$ cat src/rtl/imem_stream_prefetch.sv
// I-cache to slow-memory bridge: forwards line reads/writes and, after each demand read,
// prefetches the next sequential line into a one-line stream buffer.
module imem_stream_prefetch #(
    parameter int ADDR_W    = 28,
    parameter int LINE_W    = 128,
    parameter int PF_ENABLE = 1,
    parameter int CNT_W     = 16
) (
    input  logic              clk,
    input  logic              proc_reset,
    input  logic              cache_read,
    input  logic              cache_write,
    input  logic [ADDR_W-1:0] cache_addr,
    input  logic [LINE_W-1:0] cache_wdata,
    output logic [LINE_W-1:0] cache_rdata,
    output logic              cache_ready,
    output logic              mem_read,
    output logic              mem_write,
    output logic [ADDR_W-1:0] mem_addr,
    output logic [LINE_W-1:0] mem_wdata,
    input  logic [LINE_W-1:0] mem_rdata,
    input  logic              mem_ready,
    output logic [CNT_W-1:0]  pf_hits
);

    localparam bit PF_ON = (PF_ENABLE != 0);

    typedef enum logic [2:0] {
        S_IDLE,
        S_HIT_RESP,
        S_DEMAND,
        S_DEMAND_RESP,
        S_WRITE,
        S_WRITE_RESP,
        S_PREFETCH
    } state_t;

    state_t            state;
    state_t            state_next;
    logic [ADDR_W-1:0] buf_tag;
    logic [LINE_W-1:0] buf_data;
    logic              buf_valid;
    logic              buf_hit;
    logic [ADDR_W-1:0] pf_addr;

    assign buf_hit = buf_valid && (buf_tag == cache_addr);

    // Next line after the one just returned; wraps modulo 2^ADDR_W.
    assign pf_addr = ((state == S_HIT_RESP) ? buf_tag : mem_addr) + ADDR_W'(1);

    always_ff @(posedge clk) begin
        if (proc_reset) state <= S_IDLE;
        else            state <= state_next;
    end

    always_comb begin
        // NOTE: every output gets a default before the case, so no path can infer a latch.
        state_next  = state;
        cache_ready = 1'b0;
        case (state)
            S_IDLE: begin
                if (cache_write)     state_next = S_WRITE;
                else if (cache_read) state_next = buf_hit ? S_HIT_RESP : S_DEMAND;
            end
            S_HIT_RESP: begin
                cache_ready = 1'b1;
                state_next  = PF_ON ? S_PREFETCH : S_IDLE;
            end
            S_DEMAND: begin
                if (mem_ready) state_next = S_DEMAND_RESP;
            end
            S_DEMAND_RESP: begin
                cache_ready = 1'b1;
                state_next  = PF_ON ? S_PREFETCH : S_IDLE;
            end
            S_WRITE: begin
                if (mem_ready) state_next = S_WRITE_RESP;
            end
            S_WRITE_RESP: begin
                cache_ready = 1'b1;
                state_next  = S_IDLE;
            end
            S_PREFETCH: begin
                if (mem_ready) state_next = S_IDLE;
            end
            default: state_next = S_IDLE;
        endcase
    end

    // NOTE: all state below uses non-blocking assignments so every register samples pre-edge values.
    always_ff @(posedge clk) begin
        if (proc_reset) begin
            mem_read    <= 1'b0;
            mem_write   <= 1'b0;
            mem_addr    <= '0;
            mem_wdata   <= '0;
            cache_rdata <= '0;
            pf_hits     <= '0;
            buf_valid   <= 1'b0;
            buf_tag     <= '0;
        end else begin
            case (state)
                S_IDLE: begin
                    if (cache_write) begin
                        mem_write <= 1'b1;
                        mem_addr  <= cache_addr;
                        mem_wdata <= cache_wdata;
                        if (buf_tag == cache_addr) buf_valid <= 1'b0;
                    end else if (cache_read) begin
                        if (buf_hit) begin
                            cache_rdata <= buf_data;
                        end else begin
                            mem_read <= 1'b1;
                            mem_addr <= cache_addr;
                        end
                    end
                end
                S_HIT_RESP: begin
                    if (pf_hits != '1) pf_hits <= pf_hits + CNT_W'(1);
                end
                S_DEMAND: begin
                    if (mem_ready) begin
                        mem_read    <= 1'b0;
                        cache_rdata <= mem_rdata;
                    end
                end
                S_WRITE: begin
                    if (mem_ready) mem_write <= 1'b0;
                end
                S_PREFETCH: begin
                    if (mem_ready) begin
                        mem_read  <= 1'b0;
                        buf_tag   <= mem_addr;
                        buf_valid <= 1'b1;
                    end
                end
                default: ;
            endcase

            // Leaving a read response launches the sequential prefetch and retires the old line.
            if (PF_ON && ((state == S_HIT_RESP) || (state == S_DEMAND_RESP))) begin
                mem_read  <= 1'b1;
                mem_addr  <= pf_addr;
                buf_valid <= 1'b0;
            end
        end
    end

    // NOTE: buffer payload is left unreset; buf_valid alone qualifies it.
    always_ff @(posedge clk) begin
        if ((state == S_PREFETCH) && mem_ready) buf_data <= mem_rdata;
    end

endmodule

$ cat config.mk
export PLATFORM = sky130hd
export DESIGN_NAME = imem_stream_prefetch
export DESIGN_NICKNAME = d
export VERILOG_FILES = /design/src/rtl/imem_stream_prefetch.sv
export SDC_FILE = /design/constraint.sdc
export NUM_CORES = 1
export LEC_CHECK = 0
export ABC_AREA = 1
export BUFFER_PORTS_ARGS = -buffer_cell sky130_fd_sc_hd__buf_2
export CAP_MARGIN = 20
export CORE_MARGIN = 2
export CORE_UTILIZATION = 35
export DETAILED_ROUTE_END_ITERATION = 7
export GPL_TIMING_DRIVEN = 0
export PLACE_DENSITY_LB_ADDON = 0.12
export SYNTH_ARGS = -nofsm -noshare
export SYNTH_HDL_FRONTEND = slang
export SYNTH_SLANG_ARGS = --single-unit
$ cat constraint.sdc
create_clock -name clk -period 6 [get_ports clk]
set_input_delay 0.3 -clock clk [delete_from_list [all_inputs] [get_ports clk]]
set_output_delay 0.3 -clock clk [all_outputs]
set_load 0.02 [all_outputs]
==> summary.md, run 1 <==
| Metric | Value |
|---|---|
| Status | finished clean |
| Fill count | 5494 |
| Final clock period utilization by the worst path | 0.496 |
| Worst min path class | in -> reg |
| First DRT Iteration DRCs | 1304 |
| Effective utilization at floorplan | 0.354 |
| Power Dens Cells | 416 mW/mm2 |
| Max Cap Viol | 0 |
| Register bit count reported by yosys | 462 |
| Clock tree from TritonCTS | yes |
| Syn Area/Cell | 7.65 um2 |
| Sink count of the clock tree | 462 |
| Kind of end point of the critical path | flip-flop |
| Final setup violation count | 0 |
| Share of layout cells above drive strength 1 | 0.211 |
| Core box area | 0.0551 mm2 |
| Die Height | 240 um |
| Clock root buffer | sky130_fd_sc_hd__clkbuf_16 |
| Worst Path Required | 6.52 ns |
| Worst Tran Pin Value | 0.952 ns |
| Final weighted congestion in routability-driven placement | 0.945 |
| Die Area | 0.0576 mm2 |
| Number of nets still failing antenna checks after routing | 0 |
| Number of buffers added by the clock tree synthesis step | 52 |
| Post-route minimum period | 2.98 ns |
| Final count of pins violating max slew | 0 |
| Number of H-tree levels | 2 |
| Cell leakage power | 0.0127 uW |
| VDD IR-drop max | 0.000275 V |
| Total GRT Usage | 0.261 |
| Worst Path Max Fanout | 10 |
| Final Net Count | 3739 |
| Pre-CTS worst setup slack | 3.06 ns |
| Vias per cell | 4.88 |
| Startpoint kind of the worst setup timing path | flip-flop |
| Synth Cell Area | 0.0195 mm2 |
| Area growth from synthesis to layout | 42.7% |
| Antenna violations before repair | 12 |
| Fmax | 336 MHz |
| Sequential area share after synthesis | 0.540 |
| Final hold violation count | 0 |
| Total congestion overflow | 0 |
| Buffers from clock root to sink, at most | 3 |
| Clock latency reported for the late side of the worst-skew pair | 0.63 ns |
| Distinct cell type count of the synthesized netlist | 38 |
| Clock-pin slew on the worst setup and hold paths | 0.06 ns |
| Total DRC errors in the routed layout | 0 |
| Leading cell type in the layout, fill and taps excluded | sky130_fd_sc_hd__nand2_1 |
| Instance count of the mapped netlist | 2549 |
| HPWL reported at the end of detailed placement | 58000 um |
| Number of ports placed on the die boundary | 592 |
| Top library cells by usage in the layout, fill and taps aside | sky130_fd_sc_hd__nand2_1, sky130_fd_sc_hd__buf_2, sky130_fd_sc_hd__nor2_1 |
| Count of port buffers added during placement | 589 |
| Via count of the first global-routing pass | 20100 |
| Final WS setup | 3.02 ns |
| Routed Wire Length | 78300 um |
| Worst clock skew on the final layout | 0.0406 ns |
| RSZ-0062 raised after global routing | no |
| Global-route wire length before repair | 116000 um |
| Total setup buffers inserted after CTS | 0 |
| Tightest slew margin relative to the limit | 0.365 |
| Critical path class | reg -> reg |
| TritonRoute pass-1 iters | 7 |
| Horizontal die dimension | 240 um |
| Post-place instance area | 0.0234 mm2 |
| Via count of the routed design | 20700 |
| Placement Rows | 86 |
| Crit path arrival time | 3.50 ns |
| Design area | 0.0278 mm2 |
| Synthesized netlist net count | 2840 |
| Wire per inst | 18.4 um |
| Yosys warnings | 0 |
| Maximum number of pins on one net before global-route repair | 54 |
[flip-flops by register name (all words and copies together) (netlist names)]
register     flops
buf_data       128
mem_addr        28
pf_hits         16
state            3
mem_wdata      128
mem_write        1
mem_read         1
buf_tag         28
cache_rdata    128
buf_valid        1
[routing by layer]
layer | global-route usage | vias up | part of all wire
met5 | 0 | - | 0.00034
met2 | 0.424 | 773 | 0.46
met1 | 0.333 | 9655 | 0.42
met3 | 0.0604 | 184 | 0.076
li1 | - | 10100 | -
met4 | 0.113 | 4 | 0.043
[Yosys cell counts (all sizes together)]
| cell type | count | area share |
|---|---|---|
| and2 | 1 | 0.00032 |
| xor2 | 2 | 0.00090 |
| nand3 | 211 | 0.055 |
| a21oi | 190 | 0.049 |
| nand4 | 34 | 0.011 |
| dfxtp | 334 | 0.34 |
| o22ai | 3 | 0.00096 |
| buf | 33 | 0.0097 |
| and3 | 1 | 0.00032 |
| edfxtp | 128 | 0.20 |
| o21a | 1 | 0.00039 |
| xnor2 | 11 | 0.0049 |
| ha | 2 | 0.0013 |
| nor3b | 1 | 0.00039 |
| nor3 | 5 | 0.0013 |
| nor2 | 375 | 0.075 |
| nor4 | 1 | 0.00032 |
| a21o | 1 | 0.00039 |
| o21bai | 7 | 0.0027 |
| nand2 | 798 | 0.16 |
| inv | 94 | 0.018 |
| o21ai | 184 | 0.047 |
| clkbuf | 130 | 0.025 |
| clkinv | 1 | 0.00019 |
| o211ai | 1 | 0.00039 |
[stage by stage]
step | hold slack [ns] | instances | total power (uW) | setup TNS [ns] | utilization
after global routing | 0.0228 | 4247 | 12200 | 0 | 0.505
final | 0.0520 | 4253 | 11600 | 0 | 0.505
after detailed placement | 0.450 | 3888 | 8090 | 0 | 0.425
after global placement | 0.447 | 3886 | 8060 | -266.03 | 0.424
after floorplan | 0.399 | 2549 | 6570 | 0 | -
after CTS | 0.00376 | 4240 | 11600 | 0 | 0.505
[where the power goes]
| part | leakage, uW | switching, uW | internal [uW] |
|---|---|---|---|
| Combinational | 0.00794 | 2860 | 1240 |
| Sequential | 0.00388 | 341 | 3770 |
| Clock | 0.000894 | 1370 | 1980 |
| Total | 0.0127 | 4580 | 6990 |
[worst max-delay path, cell delays in order (launching register included)]
cell and delay (ns):
sky130_fd_sc_hd__dfxtp_1 0.29, sky130_fd_sc_hd__buf_4 0.16, sky130_fd_sc_hd__inv_4 0.15, sky130_fd_sc_hd__nand2_4 0.14
sky130_fd_sc_hd__nor2_4 0.40, sky130_fd_sc_hd__nand2_1 0.12, sky130_fd_sc_hd__nand2_2 0.11, sky130_fd_sc_hd__ha_1 0.24
sky130_fd_sc_hd__nand2_1 0.12, sky130_fd_sc_hd__nor2_2 0.28, sky130_fd_sc_hd__nand2_1 0.23, sky130_fd_sc_hd__inv_2 0.18
sky130_fd_sc_hd__nand2_1 0.07, sky130_fd_sc_hd__nand2_1 0.05, sky130_fd_sc_hd__nand3_1 0.07, sky130_fd_sc_hd__nand2_1 0.10
sky130_fd_sc_hd__nand2_1 0.06, sky130_fd_sc_hd__a21oi_1 0.13
[path summary, 6_finish.rpt]
check / startpoint / endpoint / slack, ns / cells after the start
min reg2reg: mem_wdata[36]$_SDFFE_PP0P_ / mem_wdata[36]$_SDFFE_PP0P_ / 0.46 / 2
max reg2reg: state[2]$_SDFFE_PP0P_ / mem_addr[12]$_SDFFE_PP0P_ / 3.02 / 17
max: state[2]$_SDFFE_PP0P_ / mem_addr[12]$_SDFFE_PP0P_ / 3.02 / 17
min: cache_wdata[119] / mem_wdata[119]$_SDFFE_PP0P_ / 0.05 / 3
[area by class of cell]
type	instances	area [um2]	share of cell area
antenna	13	32.5	0.00117
buffer	163	682	0.0245
clock buffer	74	1510	0.0544
clock inverter	24	307	0.0110
inverter	95	359	0.0129
multi-input combinational	1829	7930	0.285
sequential	462	10500	0.378
tap	748	936	0.0336
timing repair buffer	845	5540	0.199
[what timing repair did]
item / 4_1_cts / 5_1_grt
gates resized for setup: 0 / 0
endpoints found under the hold margin: 296 / 0
endpoints found under the setup margin: 0 / 0
hold buffers: 254 / 0
[kinds of logic after synthesis]
group	after synthesis	synth area share
compound gates	387	0.101
buf+inv	258	0.0532
fa+ha+maj	2	0.00128
flops	462	0.540
xor+xnor	13	0.00584
simple gates	1427	0.299
Note: power is estimated with default switching activity, not from simulation.
==> inputs of run 2 (changes only) <==
Settings changed: ABC_AREA 1 to 0.
Clock period 6 ns to 2.85 ns, I/O delays scaled along.
==> run 2 against run 1 <==
- hold slack worse by 0.0046 ns
- utilization rose by 0.87 points
- non-clock buffer count grew 9
- cell count down 17%
- global-route usage decreased by 2.1 points
- critical path depth fell by 9
- power rose by 62%
- die area down 1.2%
- clock-buffer cell count stayed put
- first-iteration DRC count fell by 35%
- worst setup slack got worse by 3.0 ns
- synthesized area is 1.2% lower
- critical path type unchanged
==> summary.md, run 2 <==
| Metric | Value |
|---|---|
| Share of the synthesized area in compound gates (AO/OA/AOI/OAI) | 0.154 |
| Instance count of the mapped netlist | 1860 |
| Placement Rows | 85 |
| Core box area | 0.0541 mm2 |
| Sequential area share after synthesis | 0.547 |
| Critical path class | reg -> reg |
| Number of H-tree levels | 2 |
| Post-route minimum period | 2.78 ns |
| Total DRC errors in the routed layout | 0 |
| Power Dens Cells | 673 mW/mm2 |
| HPWL reported at the end of detailed placement | 52000 um |
| Slack of the worst reg-to-reg path | 0.07 ns |
| Via count of the routed design | 17600 |
| Effective utilization at floorplan | 0.356 |
| Final hold violation count | 0 |
| Syn Area/Cell | 10.4 um2 |
| Pre-CTS worst setup slack | -0.521 ns |
| Number of enable flip-flop cells after synthesis | 128 |
| Leading registers by flop count | buf_data x128, cache_rdata x128, mem_wdata x128 |
| Final weighted congestion in routability-driven placement | 0.901 |
| Met2 track utilization from global routing | 0.408 |
| Portion of synthesized cell area occupied by the leading cell type | 0.347 |
| Clock-pin slew on the worst setup and hold paths | 0.06 ns |
| Sink count of the clock tree | 462 |
| Number of buffers added by the clock tree synthesis step | 52 |
| Top library cells by usage in the layout, fill and taps aside | sky130_fd_sc_hd__buf_2, sky130_fd_sc_hd__nand2_1, sky130_fd_sc_hd__dfxtp_1 |
| Routed Wire Length | 71500 um |
| Xor and xnor area share after synthesis | 0.0327 |
| Cell with the most instances after synthesis | sky130_fd_sc_hd__nand2_1 |
| Synth Cell Area | 0.0193 mm2 |
| Cell accounting for the most synthesized area | sky130_fd_sc_hd__dfxtp_1 |
| Final clock period utilization by the worst path | 0.976 |
| Aggregate negative setup slack | 0 ns |
| Count of port buffers added during placement | 590 |
| Leading cell type in the layout, fill and taps excluded | sky130_fd_sc_hd__buf_2 |
| Final setup violation count | 0 |
| Final hold slack | 0.0474 ns |
| Clock root buffer | sky130_fd_sc_hd__clkbuf_16 |
| Worst Path Required | 3.35 ns |
| Total GRT Usage | 0.240 |
| Met1 routing resource usage after global routing | 0.288 |
| Total congestion overflow | 0 |
| Depth of the worst hold-timing path | 4 |
| Most numerous cell types in the synthesized netlist | sky130_fd_sc_hd__nand2_1, sky130_fd_sc_hd__dfxtp_1, sky130_fd_sc_hd__nor2_1, sky130_fd_sc_hd__a21oi_1, sky130_fd_sc_hd__mux2i_1 |
| Worst-case hold path end point | state[0]$_SDFFE_PP0P_ |
| Area growth from synthesis to layout | 44.4% |
| Cell leakage power | 0.0111 uW |
| RSZ-0062 raised after global routing | no |
| Simple logic cell fraction of the synthesized area | 0.143 |
| Fill count | 4965 |
| Startpoint of the lowest-slack hold path | cache_write |
| Maximum number of pins on one net before global-route repair | 90 |
| Worst min path class | in -> reg |
| Clock latency reported for the late side of the worst-skew pair | 0.60 ns |
| Tightest slew margin relative to the limit | 0.331 |
| Number of ports placed on the die boundary | 592 |
| Wire per inst | 20.2 um |
| TritonRoute pass-1 iters | 5 |
| Post-Synth Adder-Cell Area | 0.00130 |
| Status | finished clean |
| Depth of the worst register-to-register path | 8 |
| Number of nets still failing antenna checks after routing | 0 |
| Horizontal die dimension | 239 um |
| First DRT Iteration DRCs | 846 |
| Yosys warnings | 0 |
| Post-place instance area | 0.0231 mm2 |
| Register bit count reported by yosys | 462 |
| Largest cells by area after synthesis | sky130_fd_sc_hd__dfxtp_1, sky130_fd_sc_hd__edfxtp_1, sky130_fd_sc_hd__mux2i_1 |
| Main combinational cell family by area after synthesis | compound AO/OA/AOI/OAI gates |
| Startpoint kind of the worst setup timing path | flip-flop |
| Kind of end point of the critical path | flip-flop |
| Via count of the first global-routing pass | 17700 |
| Global-route wire length before repair | 106000 um |
| Max Cap Viol | 0 |
| Die Area | 0.0569 mm2 |
| Synthesized netlist net count | 2151 |
| Worst Path Max Fanout | 15 |
| Met3 demand-to-capacity share in global routing | 0.0607 |
| FFs w/ async S/R, synth | 0 |
| Top Usage Layer GRT | met2 |
| Destination of the worst register-to-register timing path | mem_addr[27]$_SDFFE_PP0P_ |
| Worst clock skew on the final layout | 0.0234 ns |
| N_diodes | 0 |
| CP cell instances | or3b_1 > buf_6 > nor4_4 > o211ai_1 > nand2b_1 > nor3_1 > xor2_1 > a211oi_1 |
| Clock tree from TritonCTS | yes |
| Most common flop cell mapped by yosys | sky130_fd_sc_hd__dfxtp_1 |
| Final WS setup | 0.0690 ns |
| Final count of pins violating max slew | 0 |
| Critical-path top delay cell | sky130_fd_sc_hd__nor3_1 |
| Crit path largest cell delay | 0.44 ns |
| Multiplexer share of the synthesized area | 0.0852 |
| Share of layout cells above drive strength 1 | 0.306 |
| Worst Tran Pin Value | 1.00 ns |
| Buffers from clock root to sink, at most | 3 |
| VDD IR-drop max | 0.000552 V |
| Crit path arrival time | 3.28 ns |
| Worst reg2reg startpoint | state[2]$_SDFFE_PP0P_ |
| Antenna violations before repair | 0 |
| Distinct cell type count of the synthesized netlist | 51 |
| Fmax | 360 MHz |
| Design area | 0.0278 mm2 |
| Vias per cell | 4.99 |
| Final Net Count | 3083 |
| Die Height | 239 um |
[run 2: worst max path at each step]
stage / from / to / slack [ns] / depth (start not counted)
floorplan: state[2]$_SDFFE_PP0P_ / mem_addr[14]$_SDFFE_PP0P_ / 0.41 / 12
global placement: state[2]$_SDFFE_PP0P_ / mem_addr[14]$_SDFFE_PP0P_ / -0.48 / 11
detailed placement: state[2]$_SDFFE_PP0P_ / mem_addr[14]$_SDFFE_PP0P_ / -0.52 / 11
CTS: buf_tag[7]$_SDFFE_PP0P_ / cache_rdata[15]$_SDFFE_PP0P_ / 0.02 / 9
global route: state[1]$_SDFFE_PP0P_ / cache_rdata[97]$_SDFFE_PP0P_ / 0.02 / 7
finish: state[2]$_SDFFE_PP0P_ / mem_addr[27]$_SDFFE_PP0P_ / 0.07 / 8
[run 2: metrics by stage]
step	util	power, uW	std cells
after CTS	0.513	18900	3532
after detailed placement	0.427	11800	3148
final	0.514	18700	3532
after global placement	0.427	11700	3146
after global routing	0.514	19500	3532
after floorplan	-	10200	1860
[run 2: cell type report]
class                           instances  area [um2]  share of cell area
Multi-Input combinational cell       1253        8100               0.291
Inverter                                6        22.5            0.000810
Clock inverter                         24         174             0.00625
Timing Repair Buffer                  880        5870               0.211
Sequential cell                       462       10500               0.379
Tap cell                              696         871              0.0313
Buffer                                137         702              0.0252
Clock buffer                           74        1550              0.0556
[run 2: repair_timing]
| item | CTS | global route |
|---|---|---|
| endpoints found under the setup margin | 156 | 75 |
| pin swaps | 1 | 1 |
| resized for setup | 11 | 6 |
| endpoints found under the hold margin | 415 | 0 |
| hold buffers | 286 | 0 |
| setup buffers | 1 | 1 |
[run 2: cells by family (layout without fill, tap and decap cells)]
logic type               count (synthesis)  after routing
XOR/XNOR                                72             72
multiplexers                           164            164
AO/OA/AOI/OAI                          366            366
flip-flops                             462            462
buffers and inverters                  145           1121
AND/OR/NAND/NOR                        649            649
adder cells (fa/ha/maj)                  2              2
[run 2: worst max-delay path, delay by kind of cell (launching register included)]
family	cells	cell delay (ns)
xor gates and xnor gates	1	0.12
buffers and inverters	1	0.19
AOI/OAI and AO/OA	2	0.47
DFF	1	0.38
and+or+nand+nor	4	1.52
[run 2: metal layers]
layer,share of wire,wire length [um]
met5,0,0
met4,0.042,3000
met3,0.076,5420
met2,0.48,34200
met1,0.40,28900
[run 2: power by group]
part / switching, uW / internal, uW / total, uW
Sequential: 424 / 7280 / 7700
Combinational: 2660 / 1640 / 4300
Clock: 2780 / 3950 / 6730
Total: 5860 / 12900 / 18700
==> inputs of run 3 (changes only) <==
Settings changed: ABC_AREA 0 to 1.
==> run 3 against run 2 <==
- critical path depth rose by 8
- clock-buffer cell count up 2
- die area up 1.2%
- power is 28% higher
- critical path type unchanged
- worst setup slack gained 0.15 ns
- design area increased by 0.62%
- register-to-register slack improved by 0.15 ns
- sequential power is 12% higher
- global-route usage grew 2.4 points
==> summary.md, run 3 (synthesized netlist as in run 1, its figures left out) <==
| Metric | Value |
|---|---|
| Leading registers by flop count | buf_data x128, cache_rdata x128, mem_wdata x128 |
| Pre-CTS worst setup slack | -0.223 ns |
| Post-route minimum period | 2.63 ns |
| Power Dens Cells | 856 mW/mm2 |
| Wire per inst | 18.5 um |
| Sequential cell area | 0.0105 mm2 |
| Effective utilization at floorplan | 0.354 |
| Cell leakage power | 0.0128 uW |
| Depth of the worst hold-timing path | 5 |
| Status | finished clean |
| Kind of end point of the critical path | flip-flop |
| Leading cell type in the layout, fill and taps excluded | sky130_fd_sc_hd__nand2_1 |
| Worst clock skew on the final layout | 0.0354 ns |
| Die Area | 0.0576 mm2 |
| Aggregate negative setup slack | 0 ns |
| Depth of the worst register-to-register path | 16 |
| Clock latency reported for the late side of the worst-skew pair | 0.61 ns |
| Number of nets still failing antenna checks after routing | 0 |
| Slack of the worst reg-to-reg path | 0.22 ns |
| Worst Path Required | 3.29 ns |
| Startpoint kind of the worst setup timing path | flip-flop |
| Total DRC errors in the routed layout | 0 |
| Crit path from | state[2]$_SDFFE_PP0P_ |
| Final count of pins violating max slew | 0 |
| Critical path class | reg -> reg |
| VDD IR-drop max | 0.000581 V |
| Vias per cell | 4.89 |
| Final clock period utilization by the worst path | 0.922 |
| Maximum number of pins on one net before global-route repair | 103 |
| Total congestion overflow | 0 |
| Max Cap Viol | 0 |
| Total GRT Usage | 0.264 |
| Count of port buffers added during placement | 589 |
| Worst Path Max Fanout | 10 |
| Total chip power | 24000 uW |
| Via count of the first global-routing pass | 20600 |
| First DRT Iteration DRCs | 1186 |
| Fmax | 380 MHz |
| TritonRoute pass-1 iters | 7 |
| Final setup violation count | 0 |
| Final WS setup | 0.222 ns |
| Fill count | 5490 |
| Via count of the routed design | 20900 |
| Number of H-tree levels | 2 |
| Horizontal die dimension | 240 um |
| Worst min path class | in -> reg |
| Combinational Power Share | 0.364 |
| Post-Route Utilization | 0.508 |
| Sink count of the clock tree | 462 |
| Worst reg2reg startpoint | state[2]$_SDFFE_PP0P_ |
| Share of layout cells above drive strength 1 | 0.212 |
| Core box area | 0.0551 mm2 |
| Crit path arrival time | 3.07 ns |
| Area growth from synthesis to layout | 43.5% |
| Worst Tran Pin Value | 1.01 ns |
| Final Net Count | 3768 |
| Fraction of power spent switching nets | 0.399 |
| Internal power of the cells | 14400 uW |
| Routed Wire Length | 79000 um |
| Final hold violation count | 0 |
| Clock root buffer | sky130_fd_sc_hd__clkbuf_16 |
| Clock tree from TritonCTS | yes |
| Clock-pin slew on the worst setup and hold paths | 0.06 ns |
| Buffers from clock root to sink, at most | 3 |
| Global-route wire length before repair | 117000 um |
| Number of buffers added by the clock tree synthesis step | 52 |
| Sw Pwr | 9570 uW |
| Share of total power in sequential cells | 0.360 |
| Proportion of power drawn by the clock network | 0.276 |
| Endpoint of the most critical setup path | mem_addr[15]$_SDFFE_PP0P_ |
| Top library cells by usage in the layout, fill and taps aside | sky130_fd_sc_hd__nand2_1, sky130_fd_sc_hd__buf_2, sky130_fd_sc_hd__nor2_1 |
| Number of ports placed on the die boundary | 592 |
| Tightest slew margin relative to the limit | 0.328 |
| Multi-input combinational cell area | 0.00795 mm2 |
| Placement Rows | 86 |
| Final weighted congestion in routability-driven placement | 0.934 |
| HPWL reported at the end of detailed placement | 58300 um |
| Die Height | 240 um |
| Destination of the worst register-to-register timing path | mem_addr[15]$_SDFFE_PP0P_ |
| Antenna violations before repair | 4 |
| RSZ-0062 raised after global routing | no |
-- run 3: worst min-delay path by stage --
| stage | startpoint | endpoint | slack [ns] |
|---|---|---|---|
| 4_1_cts | cache_addr[2] | mem_addr[2]$_SDFFE_PP0P_ | 0.004 |
| 6_report | cache_addr[2] | mem_addr[2]$_SDFFE_PP0P_ | 0.06 |
| 2_1_floorplan | mem_rdata[0] | buf_data[0]$_DFFE_PP_ | 0.24 |
| 5_1_grt | cache_addr[2] | mem_addr[2]$_SDFFE_PP0P_ | 0.08 |
| 3_3_place_gp | mem_rdata[62] | buf_data[62]$_DFFE_PP_ | 0.33 |
| 3_5_place_dp | mem_rdata[127] | buf_data[127]$_DFFE_PP_ | 0.34 |
-- run 3: final cells by class --
cell class | count | area share
Clock buffer | 76 | 0.0547
Antenna cell | 5 | 0.000447
Clock inverter | 14 | 0.00519
Buffer | 163 | 0.0254
Multi-Input combinational cell | 1829 | 0.284
Sequential cell | 462 | 0.376
Timing Repair Buffer | 874 | 0.208
Inverter | 95 | 0.0128
Tap cell | 748 | 0.0334
-- run 3: power by group through the flow --
stage	Sequential [uW]	Clock, uW	Combinational, uW
after floorplan	9890	0	3940
after global placement	8710	0	8270
after detailed placement	8730	0	8330
after CTS	8620	6760	8710
after global routing	8760	7000	9560
final	8640	6610	8710
-- run 3: through the flow --
stage          hold WS [ns]  instances  cell area [um2]
2_1_floorplan         0.241       2549            19500
5_1_grt              0.0782       4263            28000
6_report             0.0604       4266            28000
3_3_place_gp          0.333       3886            23400
4_1_cts             0.00426       4261            28000
3_5_place_dp          0.337       3887            23400
-- run 3: layer usage --
layer,GRT usage,part of all wire,routed length (um)
met1,0.320,0.41,32100
met2,0.439,0.47,37400
met3,0.0705,0.075,5960
met4,0.117,0.044,3470
met5,0,0.00030,24
-- run 3: what timing repair did --
item,4_1_cts,5_1_grt
endpoints found under the hold margin,413,0
endpoints found under the setup margin,118,136
gates resized for setup,14,6
pin swaps,1,0
hold buffers,283,0
setup buffers,1,0
-- run 3: worst max-delay path, cell delays in order, from the launching register on --
cell and delay [ns]:
sky130_fd_sc_hd__dfxtp_1 0.29, sky130_fd_sc_hd__buf_4 0.16, sky130_fd_sc_hd__inv_4 0.15, sky130_fd_sc_hd__nand2_4 0.14, sky130_fd_sc_hd__nor2_4 0.16, sky130_fd_sc_hd__buf_4 0.26
sky130_fd_sc_hd__nand2_1 0.08, sky130_fd_sc_hd__nand2_1 0.16, sky130_fd_sc_hd__nand2_2 0.12, sky130_fd_sc_hd__nor2_2 0.17, sky130_fd_sc_hd__nand2_1 0.18, sky130_fd_sc_hd__inv_2 0.18
sky130_fd_sc_hd__nand4_1 0.10, sky130_fd_sc_hd__nand3_1 0.10, sky130_fd_sc_hd__nand2_1 0.08, sky130_fd_sc_hd__nor2_1 0.09, sky130_fd_sc_hd__nor2_1 0.04
